--- src/rtl/dmem_byte_arbiter.sv ---
// Two-port word access arbiter for a byte-wide synchronous data memory.
// Each granted word is moved as four little-endian byte beats, then acknowledged.
module dmem_byte_arbiter #(
  parameter int ADDR_W = 5
) (
  input  logic              clk_i,
  input  logic              rst_i,
  input  logic              req0_i,
  input  logic              req1_i,
  input  logic              we0_i,
  input  logic              we1_i,
  input  logic [31:0]       addr0_i,
  input  logic [31:0]       addr1_i,
  input  logic [31:0]       wdata0_i,
  input  logic [31:0]       wdata1_i,
  output logic              ack0_o,
  output logic              ack1_o,
  output logic [31:0]       rdata0_o,
  output logic [31:0]       rdata1_o,
  output logic [ADDR_W-1:0] mem_addr_o,
  output logic [7:0]        mem_wdata_o,
  output logic              mem_we_o,
  output logic              mem_re_o,
  input  logic [7:0]        mem_rdata_i,
  output logic              busy_o,
  output logic              grant_o
);

  typedef enum logic [1:0] {
    ST_IDLE = 2'd0,
    ST_XFER = 2'd1,
    ST_ACK  = 2'd2
  } state_t;

  state_t              state_r, state_s;
  logic [1:0]          beat_r, beat_s;
  logic                last_grant_r, last_grant_s;
  logic                grant_s, win_s;
  logic [ADDR_W-1:0]   base_r, base_s;
  logic                we_r, we_s;
  logic [31:0]         wdata_r, wdata_s;
  logic [23:0]         asm_r, asm_s;
  logic [ADDR_W-1:0]   mem_addr_s;
  logic [7:0]          mem_wdata_s;
  logic                mem_we_s, mem_re_s;
  logic                ack0_s, ack1_s;
  logic [31:0]         rdata0_r, rdata1_r;
  logic [31:0]         rdword_s;
  logic                rd_ack_s;
  logic                unused_s;

  function automatic logic [7:0] beat_byte(input logic [31:0] word, input logic [1:0] beat);
    case (beat)
      2'd0:    return word[7:0];
      2'd1:    return word[15:8];
      2'd2:    return word[23:16];
      2'd3:    return word[31:24];
      default: return 8'h00;
    endcase
  endfunction

  assign unused_s = ^{addr0_i[31:ADDR_W], addr1_i[31:ADDR_W]};

  // Beat 3's byte arrives in the ACK cycle, so the returned word bypasses the holding register.
  assign rdword_s = {mem_rdata_i, asm_r};
  assign rd_ack_s = (state_r == ST_ACK) && !we_r;
  assign rdata0_o = (rd_ack_s && !grant_o) ? rdword_s : rdata0_r;
  assign rdata1_o = (rd_ack_s &&  grant_o) ? rdword_s : rdata1_r;

  // Next-state, arbitration, beat sequencing and next registered memory strobes.
  always_comb begin
    state_s      = state_r;
    beat_s       = beat_r;
    last_grant_s = last_grant_r;
    grant_s      = grant_o;
    win_s        = 1'b0;
    base_s       = base_r;
    we_s         = we_r;
    wdata_s      = wdata_r;
    asm_s        = asm_r;
    mem_addr_s   = '0;
    mem_wdata_s  = 8'h00;
    mem_we_s     = 1'b0;
    mem_re_s     = 1'b0;
    ack0_s       = 1'b0;
    ack1_s       = 1'b0;
    case (state_r)
      ST_IDLE: begin
        if (req0_i || req1_i) begin
          win_s        = (req0_i && req1_i) ? ~last_grant_r : req1_i;
          grant_s      = win_s;
          last_grant_s = win_s;
          base_s       = win_s ? addr1_i[ADDR_W-1:0] : addr0_i[ADDR_W-1:0];
          we_s         = win_s ? we1_i : we0_i;
          wdata_s      = win_s ? wdata1_i : wdata0_i;
          beat_s       = 2'd0;
          state_s      = ST_XFER;
          mem_addr_s   = base_s;
          mem_we_s     = we_s;
          mem_re_s     = ~we_s;
          mem_wdata_s  = we_s ? wdata_s[7:0] : 8'h00;
        end else begin
          state_s = ST_IDLE;
        end
      end
      ST_XFER: begin
        // The byte for beat k-1 is valid while beat k is on the bus.
        if (!we_r) begin
          case (beat_r)
            2'd1:    asm_s[7:0]   = mem_rdata_i;
            2'd2:    asm_s[15:8]  = mem_rdata_i;
            2'd3:    asm_s[23:16] = mem_rdata_i;
            default: asm_s        = asm_r;
          endcase
        end else begin
          asm_s = asm_r;
        end
        if (beat_r == 2'd3) begin
          state_s = ST_ACK;
          ack0_s  = ~grant_o;
          ack1_s  = grant_o;
        end else begin
          beat_s      = beat_r + 2'd1;
          mem_addr_s  = base_r + ADDR_W'(beat_s);
          mem_we_s    = we_r;
          mem_re_s    = ~we_r;
          mem_wdata_s = we_r ? beat_byte(wdata_r, beat_s) : 8'h00;
        end
      end
      ST_ACK: begin
        state_s = ST_IDLE;
      end
      default: begin
        state_s = ST_IDLE;
      end
    endcase
  end

  // State, transaction context and registered outputs.
  always_ff @(posedge clk_i) begin
    if (rst_i) begin
      state_r      <= ST_IDLE;
      beat_r       <= 2'd0;
      last_grant_r <= 1'b1;
      base_r       <= '0;
      we_r         <= 1'b0;
      wdata_r      <= 32'h0000_0000;
      asm_r        <= 24'h00_0000;
      rdata0_r     <= 32'h0000_0000;
      rdata1_r     <= 32'h0000_0000;
      grant_o      <= 1'b0;
      busy_o       <= 1'b0;
      ack0_o       <= 1'b0;
      ack1_o       <= 1'b0;
      mem_addr_o   <= '0;
      mem_wdata_o  <= 8'h00;
      mem_we_o     <= 1'b0;
      mem_re_o     <= 1'b0;
    end else begin
      state_r      <= state_s;
      beat_r       <= beat_s;
      last_grant_r <= last_grant_s;
      base_r       <= base_s;
      we_r         <= we_s;
      wdata_r      <= wdata_s;
      asm_r        <= asm_s;
      rdata0_r     <= rdata0_o;
      rdata1_r     <= rdata1_o;
      grant_o      <= grant_s;
      busy_o       <= (state_s != ST_IDLE);
      ack0_o       <= ack0_s;
      ack1_o       <= ack1_s;
      mem_addr_o   <= mem_addr_s;
      mem_wdata_o  <= mem_wdata_s;
      mem_we_o     <= mem_we_s;
      mem_re_o     <= mem_re_s;
    end
  end

endmodule

--- config.mk ---
export PLATFORM = sky130hd
export DESIGN_NAME = dmem_byte_arbiter
export DESIGN_NICKNAME = d
export VERILOG_FILES = /design/src/rtl/dmem_byte_arbiter.sv
export SDC_FILE = /design/constraint.sdc
export NUM_CORES = 1
export LEC_CHECK = 0
export ABC_CLOCK_PERIOD_IN_PS = 4090
export CAP_MARGIN = 20
export CORE_MARGIN = 2
export CORE_UTILIZATION = 45
export DETAILED_ROUTE_END_ITERATION = 10
export HOLD_SLACK_MARGIN = 0.03
export PLACE_DENSITY = 0.81
export SETUP_SLACK_MARGIN = 0.5
export SYNTH_ARGS = -nofsm -noshare
export SYNTH_HDL_FRONTEND = slang
export SYNTH_SLANG_ARGS = --single-unit
--- constraint.sdc ---
create_clock -name clk_i -period 4.09 [get_ports clk_i]
set_input_delay 0.6135 -clock clk_i [delete_from_list [all_inputs] [get_ports clk_i]]
set_output_delay 0.6135 -clock clk_i [all_outputs]
set_load 0.02 [all_outputs]
==> results of run 1 <==
-- metal layers --
layer / share of wire, % / GRT usage, % / up-vias
li1: - / - / 2264
met1: 43 / 23.56 / 2164
met2: 51 / 35.83 / 164
met3: 5.5 / 4.623 / 15
met4: 1.1 / 7.049 / 0
met5: 0 / 0 / -
-- cell type report --
cell class | instances | area (um2) | share of cell area (%)
Clock buffer | 24 | 471.7 | 5.649
Multi-Input combinational cell | 374 | 2973 | 35.60
Tap cell | 176 | 220.2 | 2.637
Sequential cell | 142 | 2843 | 34.04
Timing Repair Buffer | 174 | 1729 | 20.71
Inverter | 7 | 26.28 | 0.3147
Clock inverter | 7 | 87.58 | 1.049
-- worst min-delay path: stages (launching register included) --
cell,delay [ns]
dfxtp_1,0.32
nand2_1,0.06
a21oi_1,0.05
-- worst max-delay path by stage --
stage	to	start	cells past startpoint	slack, ns
2_1_floorplan	rdata0_o[13]	grant_o	3	2.03
3_3_place_gp	rdata1_o[0]	state_r[1]	4	1.15
3_5_place_dp	rdata1_o[0]	state_r[1]	4	1.13
4_1_cts	rdata1_o[0]	state_r[1]	4	0.67
5_1_grt	rdata1_o[0]	state_r[1]	4	0.56
6_report	rdata1_o[0]	state_r[1]	4	0.69
-- layout by cell type (no fill, tap or decap), drive strengths merged, types with 7 or more instances in the layout --
cell type | netlist | routed
a211oi | 25 | 25
a21oi | 27 | 27
mux2i | 35 | 35
inv | 7 | 7
nand2 | 44 | 44
nor2 | 52 | 52
nor2b | 8 | 8
and2b | 56 | 56
dfxtp | 142 | 142
clkbuf | 22 | 24
mux2 | 65 | 65
a221o | 8 | 8
clkdlybuf4s50 | 0 | 169
a222oi | 8 | 8
-- metrics by stage --
stage	area, um2	setup WS [ns]
6_report	8351	0.6916
5_1_grt	8351	0.5617
4_1_cts	8351	0.6719
3_5_place_dp	7791	1.127
3_3_place_gp	7791	1.150
2_1_floorplan	6091	2.027
-- power by group through the flow --
stage	combinational, W	sequential [W]	clock (W)
after CTS	0.000328	0.00146	0.00149
after floorplan	0.000168	0.00150	0
after global routing	0.000355	0.00147	0.00156
final	0.000325	0.00146	0.00146
after detailed placement	0.000327	0.00149	0
after global placement	0.000321	0.00149	0
-- Yosys cell counts (4+ instances only) --
| cell | instances | area share (%) |
|---|---|---|
| and2b_1 | 56 | 6.9 |
| a221o_1 | 8 | 1.3 |
| mux2i_1 | 35 | 5.8 |
| nand2_1 | 44 | 2.7 |
| a211oi_1 | 25 | 3.1 |
| buf_6 | 6 | 1.1 |
| mux2_4 | 34 | 8.4 |
| ha_1 | 6 | 1.2 |
| nor2_1 | 51 | 3.1 |
| buf_2 | 8 | 0.66 |
| clkbuf_1 | 22 | 1.4 |
| inv_1 | 7 | 0.43 |
| a21oi_1 | 27 | 2.2 |
| and2_1 | 4 | 0.41 |
| a222oi_1 | 8 | 1.3 |
| mux2_2 | 30 | 5.5 |
| nor2b_1 | 8 | 0.82 |
| nor3_1 | 4 | 0.33 |
| dfxtp_1 | 142 | 47 |
-- state kept, by name (all words and copies together) (netlist names) --
| register | count |
|---|---|
| ack0_o | 1 |
| ack1_o | 1 |
| asm_r | 24 |
| base_r | 5 |
| beat_r | 2 |
| busy_o | 1 |
| grant_o | 1 |
| last_grant_r | 1 |
| mem_addr_o | 5 |
| mem_re_o | 1 |
| mem_wdata_o | 8 |
| mem_we_o | 1 |
| rdata0_r | 32 |
| rdata1_r | 32 |
| state_r | 2 |
| wdata_r | 24 |
| we_r | 1 |
-- kinds of logic after synthesis --
group	Yosys count
AND/OR/NAND/NOR	185
buffers and inverters	48
flip-flops	142
XOR/XNOR	2
AO/OA/AOI/OAI	80
adder cells (fa/ha/maj)	7
multiplexers	100
==> metrics.json, run 1 <==
{
  "finish": {
    "final.fill_count": 1094,
    "final_net_count": 865,
    "post-route-util_pct": 63.06,
    "final_non_filler_cells": 904,
    "diodes": 0,
    "area_growth_syn_to_layout_pct": 37.10,
    "layout-drive-gt1-share_pct": 14.70
  },
  "critical_path": {
    "cpLargestDelayFamily": "buffers and inverters",
    "worstSetupPathType": "flop to primary output",
    "setup.worst_path.start_class": "flop",
    "path_buf_inv": 2,
    "max_stage_delay_ns": 0.55,
    "worst_r2r_startpoint": "state_r[1]",
    "reg2reg_to": "rdata1_r[31]",
    "worstPathRequired_ns": 3.48,
    "timing.critical_path.cells": "nor4bb_4 > buf_4 > mux2_2 > clkdlybuf4s50_1",
    "rrSetupSlack_ns": 2.01,
    "critical_path_arrival_ns": 2.78,
    "critPathSlowestCell": "buf_4",
    "timing.critical_path.fanout_max": 32,
    "setup.worst_path.end_class": "primary output",
    "reg2regPathDepth": 4
  },
  "routing": {
    "num_vias": 4607,
    "postRouteWirelength_um": 14270,
    "antenna_violating_nets_post_route": 0,
    "drt-pass1-iter-count": 5,
    "route.detailed.vias_per_inst": 5.096,
    "drcViolationCount": 0,
    "first_iteration_detailed_routing_drc_count": 241,
    "post_drt_wl_per_cell_um": 15.78
  },
  "worst_hold_path": {
    "holdPathEnd": "asm_r[5]",
    "hold_path.startpoint": "asm_r[5]",
    "worst_hold_path_type": "flop to flop",
    "worstHoldPathCells": 2
  },
  "clock_tree": {
    "htreeDepth": 4,
    "cts-root-buf": "clkbuf_16",
    "cts.clk_slew.worst_paths_ns": 0.05,
    "ctsHoldBuffers": 0,
    "number_of_instances_resized_during_post_cts_repair": 0,
    "insertion_delay_ns": 0.42,
    "clock_path_buffers": 2,
    "cts_setup_buffers": 0,
    "cts_tree": "done",
    "clkSinkCount": 142,
    "cts-buffers-inserted": 17
  },
  "sta": {
    "timing.slew.headroom_pct": 37.35,
    "timing.fmax_mhz": 294.3,
    "worstMarginPinSlew_ns": 0.9398,
    "drv_slew": 0,
    "report.final.hold_viol_count": 0,
    "final-setup-viol-count": 0,
    "period_share_pct": 83.09,
    "layout_skew_ns": 0.006219,
    "setup-tns-final_ns": 0,
    "grt_setup_unrepaired": "false",
    "worst_hold_slack_ns": 0.4737,
    "fin_crit_period_ns": 3.398
  },
  "synth": {
    "synthesis.nets": 713,
    "seq_area_frac_synth_pct": 46.67,
    "synth.area.mux_share_pct": 19.86,
    "edff_count_synth": 0,
    "synth-warning-count": 0,
    "synth_top_family_by_area": "multiplexers",
    "synth-adder-area-share_pct": 1.561,
    "syn_area_mm2": 0.006091,
    "synthesis.instances": 564,
    "synth_xor_xnor_area_share_pct": 0.2876,
    "synth_seq_cells": 142,
    "async_flop_share_pct": 0,
    "synth_compound_gate_area_share_pct": 9.532,
    "synth.distinct_cells": 46,
    "share_of_synthesized_cell_area_in_and_or_nand_and_nor_gates_pct": 17.30,
    "ys_dominant_reg_cell": "dfxtp_1",
    "avgSynthCellArea_um2": 10.80
  },
  "placed_design": {
    "dp_cells": 873,
    "gp_routability_congestion": 0.8037,
    "hpwl_reported_at_the_end_of_detailed_placement_um": 10350,
    "io_buffer_count": 170
  },
  "power_and_ir_drop": {
    "power_frac_seq_pct": 45.0,
    "p_switching_w": 0.0007263,
    "swShare_pct": 22.35,
    "clock_power_share_pct": 45.0,
    "power.leakage_nw": 3.385,
    "total_power_w": 0.003250,
    "vdd.ir_drop.worst_v": 0.0002854,
    "power_frac_comb_pct": 10.0,
    "pwr_density_cell_mw_per_mm2": 389.2,
    "internal_power_summed_over_all_cells_w": 0.002524
  },
  "global_route": {
    "global_route.overflow_total": 0,
    "antenna_found_initial": 0,
    "first_global_vias": 4751,
    "grt_max_degree": 73,
    "globalRouteTotalUtil_pct": 20.07,
    "grt_pass1_wl_um": 22980
  },
  "die": {
    "initial_utilization_pct": 45.99,
    "core_area_mm2": 0.01324,
    "die_outline_width_um": 120.3,
    "design.die.area_mm2": 0.01448,
    "die_h_um": 120.3,
    "num_rows": 42,
    "pin_count": 225
  },
  "outcome": {
    "run_status": "completed"
  },
  "flow_run": {
    "cap_viol_max_count": 0
  }
}
(Power assumes the default switching activity.)
==> inputs of run 2 (changes only) <==
--- a/config.mk
+++ b/config.mk
@@ -5,7 +5,7 @@
 export SDC_FILE = /design/constraint.sdc
 export NUM_CORES = 1
 export LEC_CHECK = 0
-export ABC_CLOCK_PERIOD_IN_PS = 4090
+export ABC_CLOCK_PERIOD_IN_PS = 3250
 export CAP_MARGIN = 20
 export CORE_MARGIN = 2
 export CORE_UTILIZATION = 45
==> constraint.sdc (replaced) <==
create_clock -name clk_i -period 3.25 [get_ports clk_i]
set_input_delay 0.4875 -clock clk_i [delete_from_list [all_inputs] [get_ports clk_i]]
set_output_delay 0.4875 -clock clk_i [all_outputs]
set_load 0.02 [all_outputs]
==> run 2 against run 1 <==
Setup slack worse by 0.11 ns. Highest routed layer unchanged. Sequential power up 26%. Largest power group is now clock. Non-clock buffer count up 7. Largest cell class unchanged.
==> metrics.json, run 2 (synthesis gave the netlist of run 1 again) <==
{
  "critical_path": {
    "timing.critical_path.cells": "nor4bb_4 > buf_4 > buf_12 > mux2_2 > dlygate4sd2_1",
    "setup.worst_path.start_class": "flop",
    "setup.worst_path.end_class": "primary output",
    "path_buf_inv": 3,
    "critPathSlowestCell": "dfxtp_4",
    "max_stage_delay_ns": 0.39,
    "worstPathRequired_ns": 2.76,
    "cpLargestDelayFamily": "buffers and inverters",
    "critical_path_arrival_ns": 2.18,
    "worstSetupPathType": "flop to primary output",
    "timing.critical_path.fanout_max": 16
  },
  "power_and_ir_drop": {
    "pwr_density_cell_mw_per_mm2": 492.7,
    "vdd.ir_drop.worst_v": 0.0003469,
    "power.leakage_nw": 3.748
  },
  "sta": {
    "fin_crit_period_ns": 2.669,
    "layout_skew_ns": 0.005650,
    "worst_hold_slack_ns": 0.4608,
    "period_share_pct": 82.11,
    "timing.slew.headroom_pct": 57.42,
    "timing.fmax_mhz": 374.7,
    "grt_setup_unrepaired": "false",
    "drv_slew": 0,
    "report.final.hold_viol_count": 0,
    "setup-tns-final_ns": 0,
    "final-setup-viol-count": 0,
    "worstMarginPinSlew_ns": 0.6387
  },
  "placed_design": {
    "gp_routability_congestion": 0.7767,
    "io_buffer_count": 170,
    "hpwl_reported_at_the_end_of_detailed_placement_um": 10390
  },
  "finish": {
    "layout-drive-gt1-share_pct": 16.85,
    "final_net_count": 872,
    "most-common-layout-cells": "138 x dfxtp_1, 105 x clkdlybuf4s50_1, 56 x and2b_1",
    "seq_area_mm2": 0.002850,
    "layout.cells.most_common": "dfxtp_1",
    "area_growth_syn_to_layout_pct": 38.56,
    "final.fill_count": 1091,
    "diodes": 0,
    "multi_input_comb_area_mm2": 0.002973,
    "reg_top3": "rdata0_r x32, rdata1_r x32"
  },
  "clock_tree": {
    "clock_path_buffers": 2,
    "cts-buffers-inserted": 17,
    "htreeDepth": 4,
    "cts-root-buf": "clkbuf_16",
    "cts.clk_slew.worst_paths_ns": 0.06,
    "cts_tree": "done",
    "insertion_delay_ns": 0.42,
    "clkSinkCount": 142
  },
  "routing": {
    "drcViolationCount": 0,
    "num_vias": 4623,
    "antenna_violating_nets_post_route": 0,
    "first_iteration_detailed_routing_drc_count": 271,
    "total_met2_wirelength_after_detailed_routing_um": 7539,
    "uppermost_metal_layer_occupied_by_signal_nets": "met4",
    "post_drt_wl_per_cell_um": 16.36,
    "postRouteWirelength_um": 14920,
    "route.detailed.vias_per_inst": 5.069,
    "met3_length_um": 727,
    "met1Wirelength_um": 6439,
    "drt-pass1-iter-count": 5
  },
  "global_route": {
    "antenna_found_initial": 0,
    "grt_max_degree": 74,
    "globalRouteTotalUtil_pct": 21.16,
    "first_global_vias": 4658,
    "global_route.overflow_total": 0,
    "grt_pass1_wl_um": 23760
  },
  "die": {
    "initial_utilization_pct": 45.99,
    "num_rows": 42,
    "die_h_um": 120.3,
    "pin_count": 225,
    "die_outline_width_um": 120.3,
    "core_area_mm2": 0.01324,
    "design.die.area_mm2": 0.01448
  },
  "outcome": {
    "run_status": "completed"
  },
  "worst_hold_path": {
    "worst_hold_path_type": "flop to flop"
  },
  "flow_run": {
    "cap_viol_max_count": 0
  }
}
[run 2: cell types whose count changed in the layout (fill, tap and decap cells not counted), sizes merged, moves of 2 or more]
cell,delta
buf,+6
clkinvlp,+3
dlygate4sd2,+55
clkdlybuf4s50,-64
clkbuf,-2
clkdlybuf4s15,+7
[run 2: repair_timing]
action	CTS	global route
gates resized for setup	71	11
hold buffers	0	0
setup endpoints to repair	64	25
cloned	3	0
buffers inserted	2	0
endpoints found under the hold margin	0	0
pin swaps	2	0
[run 2: layout make-up]
class,instances,share of cell area (%)
multi-input combinational,374,35.23
sequential,142,33.77
timing repair buffer,181,21.14
clock buffer,21,5.574
tap,176,2.609
clock inverter,11,1.364
inverter,7,0.3113
[run 2: power by group]
group	switching [W]	leakage (nW)	internal, W
combinational	0.000194	2.31	0.000219
clock	0.000725	0.281	0.00118
sequential	0.0000392	1.16	0.00180
[run 2: final timing paths]
kind | startpoint | cells after the start | slack (ns) | endpoint
hold reg to reg | base_r[0] | 2 | 0.46 | base_r[0]
hold / removal | base_r[0] | 2 | 0.46 | base_r[0]
setup / recovery | grant_o | 5 | 0.58 | rdata1_o[0]
setup reg to reg | beat_r[0] | 8 | 1.24 | mem_addr_o[4]
[run 2: worst register-to-register path, cell delays in order (launching register included)]
cell	delay [ns]
dfxtp_1	0.39
inv_1	0.13
ha_1	0.34
inv_1	0.08
fa_1	0.43
nand3b_1	0.19
xnor2_1	0.15
nand2_1	0.08
a21oi_1	0.16
[run 2: through the flow]
step / utilization (%) / instances / worst slack, ns / total power [W] / instance area (um2)
final: 63.73 / 912 / 0.5814 / 0.004158 / 8439
after global routing: 63.73 / 912 / 0.5078 / 0.004315 / 8439
after CTS: 63.71 / 912 / 0.4051 / 0.004191 / 8437
after global placement: 59.04 / 875 / 0.6348 / 0.002277 / 7819
after floorplan: - / 564 / 1.313 / 0.002094 / 6091
after detailed placement: 59.04 / 875 / 0.5845 / 0.002288 / 7819
[run 2: metal layers]
layer  vias to the layer above  GRT usage [%]
li1                       2275              -
met1                      2175          25.68
met5                         -              0
met2                       157          36.93
met3                        16          4.387
met4                         0          7.849
